==> src/rtl/ahb_hex_display.sv <==
// ahb_hex_display: AHB-Lite slave scanning a 32-bit word onto an 8-digit seven-segment display.
// Define HEX_DISPLAY_READBACK_EN to make DisplayData/Control readable; otherwise reads return 0.
module ahb_hex_display #(
  parameter int SCAN_DIVIDE = 50000
) (
  input  logic        HCLK,
  input  logic        HRESETn,
  input  logic [31:0] HADDR,
  input  logic [31:0] HWDATA,
  input  logic [2:0]  HSIZE,
  input  logic [1:0]  HTRANS,
  input  logic        HWRITE,
  input  logic        HREADY,
  input  logic        HSEL,
  output logic [31:0] HRDATA,
  output logic        HREADYOUT,
  output logic [6:0]  Segments,
  output logic        DecimalPoint,
  output logic [7:0]  DigitSelect
);
  localparam int CW = SCAN_DIVIDE > 1 ? $clog2(SCAN_DIVIDE) : 1;
  localparam logic [CW-1:0] LAST = CW'(SCAN_DIVIDE - 1);
  logic          sel, show;
  logic          we_q, we_d, re_q, re_d, wa_q, wa_d;
  logic [31:0]   disp_q, disp_d;
  logic [16:0]   ctrl_q, ctrl_d;
  logic [CW-1:0] cnt_q, cnt_d;
  logic [2:0]    idx_q, idx_d;
  logic [3:0]    nib;
  logic [6:0]    glyph, seg_q, seg_d;
  logic          dp_q, dp_d;
  logic [7:0]    dsel_q, dsel_d;
  always_comb begin
    sel    = HREADY && HSEL && HTRANS != 2'b00;
    we_d   = sel && HWRITE;
    re_d   = sel && !HWRITE;
    wa_d   = sel && HADDR[2];
    disp_d = (we_q && !wa_q) ? HWDATA : disp_q;
    ctrl_d = (we_q && wa_q) ? HWDATA[16:0] : ctrl_q;
    cnt_d  = (cnt_q == LAST) ? '0 : cnt_q + 1'b1;
    idx_d  = (cnt_q == LAST) ? idx_q + 3'd1 : idx_q;
    nib    = disp_q[{idx_q, 2'b00} +: 4];
    show   = !ctrl_q[16] && ctrl_q[idx_q];
    dsel_d = show ? ~(8'd1 << idx_q) : 8'hFF;
    seg_d  = show ? glyph : 7'h7F;
    dp_d   = show ? ~ctrl_q[{1'b1, idx_q}] : 1'b1;
  end
  // Active-low glyphs, bit0=a .. bit6=g; b and d are lowercase
  always_comb begin
    glyph = 7'h7F;
    case (nib)
      4'h0: glyph = 7'h40;
      4'h1: glyph = 7'h79;
      4'h2: glyph = 7'h24;
      4'h3: glyph = 7'h30;
      4'h4: glyph = 7'h19;
      4'h5: glyph = 7'h12;
      4'h6: glyph = 7'h02;
      4'h7: glyph = 7'h78;
      4'h8: glyph = 7'h00;
      4'h9: glyph = 7'h10;
      4'hA: glyph = 7'h08;
      4'hB: glyph = 7'h03;
      4'hC: glyph = 7'h46;
      4'hD: glyph = 7'h21;
      4'hE: glyph = 7'h06;
      default: glyph = 7'h0E;
    endcase
  end
  always_ff @(posedge HCLK or negedge HRESETn) begin
    if (!HRESETn) begin
      we_q   <= 1'b0;
      re_q   <= 1'b0;
      wa_q   <= 1'b0;
      disp_q <= '0;
      ctrl_q <= 17'h000FF;
      cnt_q  <= '0;
      idx_q  <= '0;
      seg_q  <= 7'h7F;
      dp_q   <= 1'b1;
      dsel_q <= 8'hFF;
    end else begin
      we_q   <= we_d;
      re_q   <= re_d;
      wa_q   <= wa_d;
      disp_q <= disp_d;
      ctrl_q <= ctrl_d;
      cnt_q  <= cnt_d;
      idx_q  <= idx_d;
      seg_q  <= seg_d;
      dp_q   <= dp_d;
      dsel_q <= dsel_d;
    end
  end
`ifdef HEX_DISPLAY_READBACK_EN
  assign HRDATA = !re_q ? '0 : wa_q ? {15'd0, ctrl_q} : disp_q;
`else
  assign HRDATA = '0;
`endif
  assign HREADYOUT    = 1'b1;
  assign Segments     = seg_q;
  assign DecimalPoint = dp_q;
  assign DigitSelect  = dsel_q;
endmodule

==> config.mk <==
export PLATFORM = sky130hd
export DESIGN_NAME = ahb_hex_display
export DESIGN_NICKNAME = d
export VERILOG_FILES = /design/src/rtl/ahb_hex_display.sv
export SDC_FILE = /design/constraint.sdc
export NUM_CORES = 1
export LEC_CHECK = 0
export CAP_MARGIN = 10
export CORE_UTILIZATION = 28
export DETAILED_ROUTE_END_ITERATION = 12
export PLACE_DENSITY_LB_ADDON = 0.2
export SLEW_MARGIN = 20
export SYNTH_ARGS = -nofsm -noshare
export SYNTH_HDL_FRONTEND = slang
export SYNTH_SLANG_ARGS = --single-unit
==> constraint.sdc <==
create_clock -name HCLK -period 2.6 [get_ports HCLK]
set_input_delay 0.39 -clock HCLK [delete_from_list [all_inputs] [get_ports HCLK]]
set_output_delay 0.39 -clock HCLK [all_outputs]
set_load 0.005 [all_outputs]
After elaboration in Yosys (flattened, before gate mapping)
Memories as Yosys holds them, arrays and structs flattened.
Index checks and enable logic that the tools add are counted.
- memory bits (read-only): 112
- logic and storage cells: 37
- output and inout bits: 49
- memories: 1
- bits of input ports: 74
- register bits after elaboration: 86
- magnitude comparators: 2
- equal/unequal tests: 1
- add/sub/neg operators: 2
- shifts and indexed selects: 2
- reduce and logical (&&, ||, !) cells: 10
- bitwise logic cells: 2
- muxes and demuxes: 8
- memory list (name ; words ; width ; rd ports ; clocked after memory_dff ; wr ports ; RTL line ; RTL):
    (no name shown) ; 16 ; 7 ; 1 ; 0 ; 0 ; 51 ; case (nib)
- operator list (operator ; count):
    indexed part select 32 x 6 -> 4 bit ; 1
    adder 16 x 1 -> 16 bit (second input constant) ; 1
    equality test 16 bit (second input constant) ; 1
    2-to-1 mux 16 bit ; 1
    2-to-1 mux 8 bit ; 1
    inverter 8 bit ; 1
    left shift 1 x 3 -> 8 bit (first input constant) ; 1
    logical AND 1 bit ; 7
    2-to-1 mux 7 bit ; 1
    binary-select mux 1 bit (select 3 bit) ; 2
    < comparator 3 x 6 -> 1 bit (second input constant) ; 1
    < comparator 4 x 6 -> 1 bit (second input constant) ; 1
    adder 3 x 1 -> 3 bit (second input constant) ; 1
    2-to-1 mux 1 bit ; 3
    zero test 1 bit ; 2
    nonzero test 2 bit ; 1
    inverter 1 bit ; 1

Logic depth before layout (Yosys ltp)
- word-level depth: 4
- depth in mapped cells: 11

Worst setup path after synthesis
Ideal clock, no wire load.
- path kind: reg-to-reg
- from: reg idx_q[0]
- to: reg seg_q[4] (netlist: Segments[4])
- library setup time: 0.100 ns
- arrival time: 2.070 ns
- setup slack: 0.430 ns
- cell stages (with the launch flop): 10
- cell sequence: dfrtp_1 -> buf_6 -> buf_12 -> mux4_2 -> mux2i_4 -> inv_2 -> ha_1 -> mux2_2 -> nand2_1 -> o311ai_1
- longest elaborated chain between the ends: 4
- elaborated cells between the ends (all ways): 6
- those cells by class: 1 x shift; 3 x mux; 1 x reduce/logical; 1 x memory
- ends and longest elaborated chain (element ; RTL line ; RTL):
    start, declared ; 28 ; logic [2:0] idx_q, idx_d;
    start signal, assigned ; 89 ; idx_q <= idx_d;
    parallel branches: the longest is 3 deep, another holds memory (16 x 7 bit) ; n/a ;
    2-to-1 mux 7 bit * ; 45 ; seg_d = show ? glyph : 7'h7F;
    net seg_d[4] ; 30 ; logic [6:0] glyph, seg_q, seg_d;
    end signal, assigned ; 90 ; seg_q <= seg_d;
    end, declared ; 30 ;
Mark *: on every way through the listed nets, which the timed path passes. The select of a mux whose other input is x is not followed.
A chain may end at the register's enable or synchronous reset.

Worst setup path in the final report
Ends and elaborated chain as after synthesis.

==> impl_results.md <==
- Pin count of the biggest net entering global routing: 63
- Root Driver: clkbuf_16
- Die Wd: around 120 um
- Worst Hold Class: reg -> reg
- Vias in the first global route: approximately 2600
- Setup WS post-layout: roughly 0.26 ns
- GRT Total Usage: 0.117
- DRT Pass-1 Iters: 4
- PwrDens: about 670 nW/um^2
- Critical path arrival: around 2.6 ns
- HPWL after DPL: roughly 5800 um
- Gpl congestion: approximately 0.73
- CP startpoint kind: register
- Slew Viols, Final: 0
- Slew headroom: 0.475
- Ant diodes: 0
- Die Span Y: roughly 120 um
- Syn. warnings: 0
- Fin crit share: 0.901
- Synth area leaders: dfrtp_1 (37%), dfstp_2 (15%), mux2_2 (14%)
- Clk sinks: 86
- Cells after Synth: approximately 330
- Initial core utilization: 0.289
- Maximum clock frequency: roughly 0.43 GHz
- GR Overflow Total: 0
- Multi-input gate area: about 1800 sq um
- Initial antenna violation count: 0
- Post-route cell area: 5160 sq um
- Leak pwr: 2.15 nW
- H-Tree Depth: 3
- Final setup viols: 0
- Leading area contributor after synthesis: dfrtp_1
- Share of layout cells above drive strength 1: 0.294
- Layout overhead on the synthesized area: 22.6%
- Distinct cell type count after synthesis: 48
- Grt peak-use layer: met2
- Fin crit period: around 2.3 ns
- Slew @ Worst Pin: slightly below 0.8 ns
- Total power: around 3.5 mW
- Vias per cell: between 4 and 5
- Post-layout util: 0.354
- Antenna Violating Nets Remaining: 0
- Postcts setup bufs: 0
- Core Region: approximately 15000 sq um
- Post-synth EDFFs: 0
- CP endpoint kind: register
- Register bit count reported by yosys: 86
- TritonCTS clock tree: yes
- Clock-pin transition on the worst setup and hold timing paths: 0.06 ns
- # IOs: approximately 120
- Row count: 44
- Crit Path Max Fanout: 14
- Port buffer count: 55
- Post-synthesis instance area: 4210 sq um
- Synth Flop Type: dfrtp_1
- RSZ-0062 raised after global routing: no
- Final TNS setup: 0 ns
- Post-Route Skew: between 0.005 and 0.006 ns
- Worst-Skew Late Latency: between 0.3 and 0.4 ns
- Met1 usage: 0.159
- Synthesized area per cell: about 13 sq um
- CTS Buf Count: 9
- DP Worst Slack: about 0.21 ns
- Maximum clock path buffer count: 2
- Final Hold Viols: 0
- First-pass GRT wire length: between 10000 and 15000 um
- Worst VDD drop: approximately 0.31 mV
- Grt met3 use: 0.0318
- Most frequent cells in the layout: dfrtp_1 (62), clkdlybuf4s50_1 (54), mux2_2 (53)
- Die footprint: 15500 sq um
- Critical path type: reg -> reg
- Area post-placement: roughly 5000 sq um
- DRC Markers: 0
- Met2 usage: 0.171
- Final Net Count: 480
- Async set-reset flop share out of synthesis: 1.00
- # Max-Cap Violations: 0
- Crit path required time: 2.83 ns
- Drt total wl: a little over 8000 um
- Detailed Route Iter0 Violations: 85
- Fill cell count: 1450
- DR vias: around 2500
- WL per Instance: approximately 14 um
- Post-synthesis sequential area ratio: 0.518
- Register Area: between 2000 and 2500 sq um
- Most common cell after layout, fill and taps aside: dfrtp_1
- Outcome: finished clean
- Top cell type's share of synthesized area: 0.369
repair_timing:
item	in CTS	in global routing
hold endpoints to repair	24	0
endpoints found under the setup margin	0	1
resized for setup	0	1
hold buffers	1	0
critical path, stage by stage, from the launching register on:
cell and delay, ns:
dfrtp_1 0.39, buf_12 0.19, mux4_2 0.57, mux2i_4 0.29, inv_2 0.09, ha_1 0.25, mux2_2 0.28, nand2_1 0.07
o311ai_1 0.09
cell usage after synthesis, types with 4 or more instances:
master,count
nor2_1,18
mux4_2,10
dfstp_2,24
nor3_1,5
xor2_1,6
a21oi_1,4
buf_4,33
dfrtp_1,62
nand3_1,6
inv_1,11
nor2b_1,4
ha_1,13
nand2_1,24
mux2_2,53
xnor2_1,9
buf_2,5
power by group:
group / switching [mW] / total (mW) / internal (mW)
Clock: 0.508 / 1.21 / 0.698
Combinational: 0.254 / 0.606 / 0.351
Sequential: 0.0911 / 1.65 / 1.56
Total: 0.854 / 3.47 / 2.61
worst paths after layout:
path	start	endpoint	slack (ns)	depth (start not counted)
worst max register to register	idx_q[0]	Segments[4]	0.26	8
worst min register to register	cnt_q[0]	cnt_q[0]	0.49	1
min in group asynchronous	HRESETn	cnt_q[5]	0.51	2
max in group asynchronous	HRESETn	Segments[1]	1.42	3
worst max-delay path	idx_q[0]	Segments[4]	0.26	8
worst min-delay path	cnt_q[0]	cnt_q[0]	0.49	1
layout make-up:
class                   count  area share
repair buffers             64       0.125
clock buffers              13      0.0504
inverters                  12     0.00873
multi-input cells         220       0.345
clock inverters             3     0.00388
well taps                 184      0.0446
flip-flops and latches     86       0.423
metal layers:
metal / wire, um / vias up
met5: 0 / -
met3: 355 / 11
met1: 4020 / 1239
li1: - / 1205
met2: 3710 / 70
met4: 131 / 0
cells by family (layout without fill, tap and decap cells):
kind of cell / after synthesis / count (layout) / share of synthesized area
simple gates: 72 / 72 / 0.0812
mux: 67 / 67 / 0.208
xor+xnor: 15 / 15 / 0.0312
compound gates: 20 / 20 / 0.0336
fa+ha+maj: 13 / 13 / 0.0386
flops: 86 / 86 / 0.518
buf+inv: 57 / 92 / 0.0874
other cells: 2 / 33 / 0.00178
metrics by stage:
step                std cells  hold WS, ns
floorplan                 363       0.0944
global placement          565        0.321
detailed placement        565        0.323
CTS                       582        0.497
global route              582        0.509
finish                    582        0.493
state kept, by name (all words and copies together) (netlist names):
name / count
ctrl_q: 17
DecimalPoint: 1
idx_q: 3
cnt_q: 16
DigitSelect: 8
Segments: 7
we_q: 1
disp_q: 32
wa_q: 1
No activity file was read; power rests on OpenSTA's default activity.
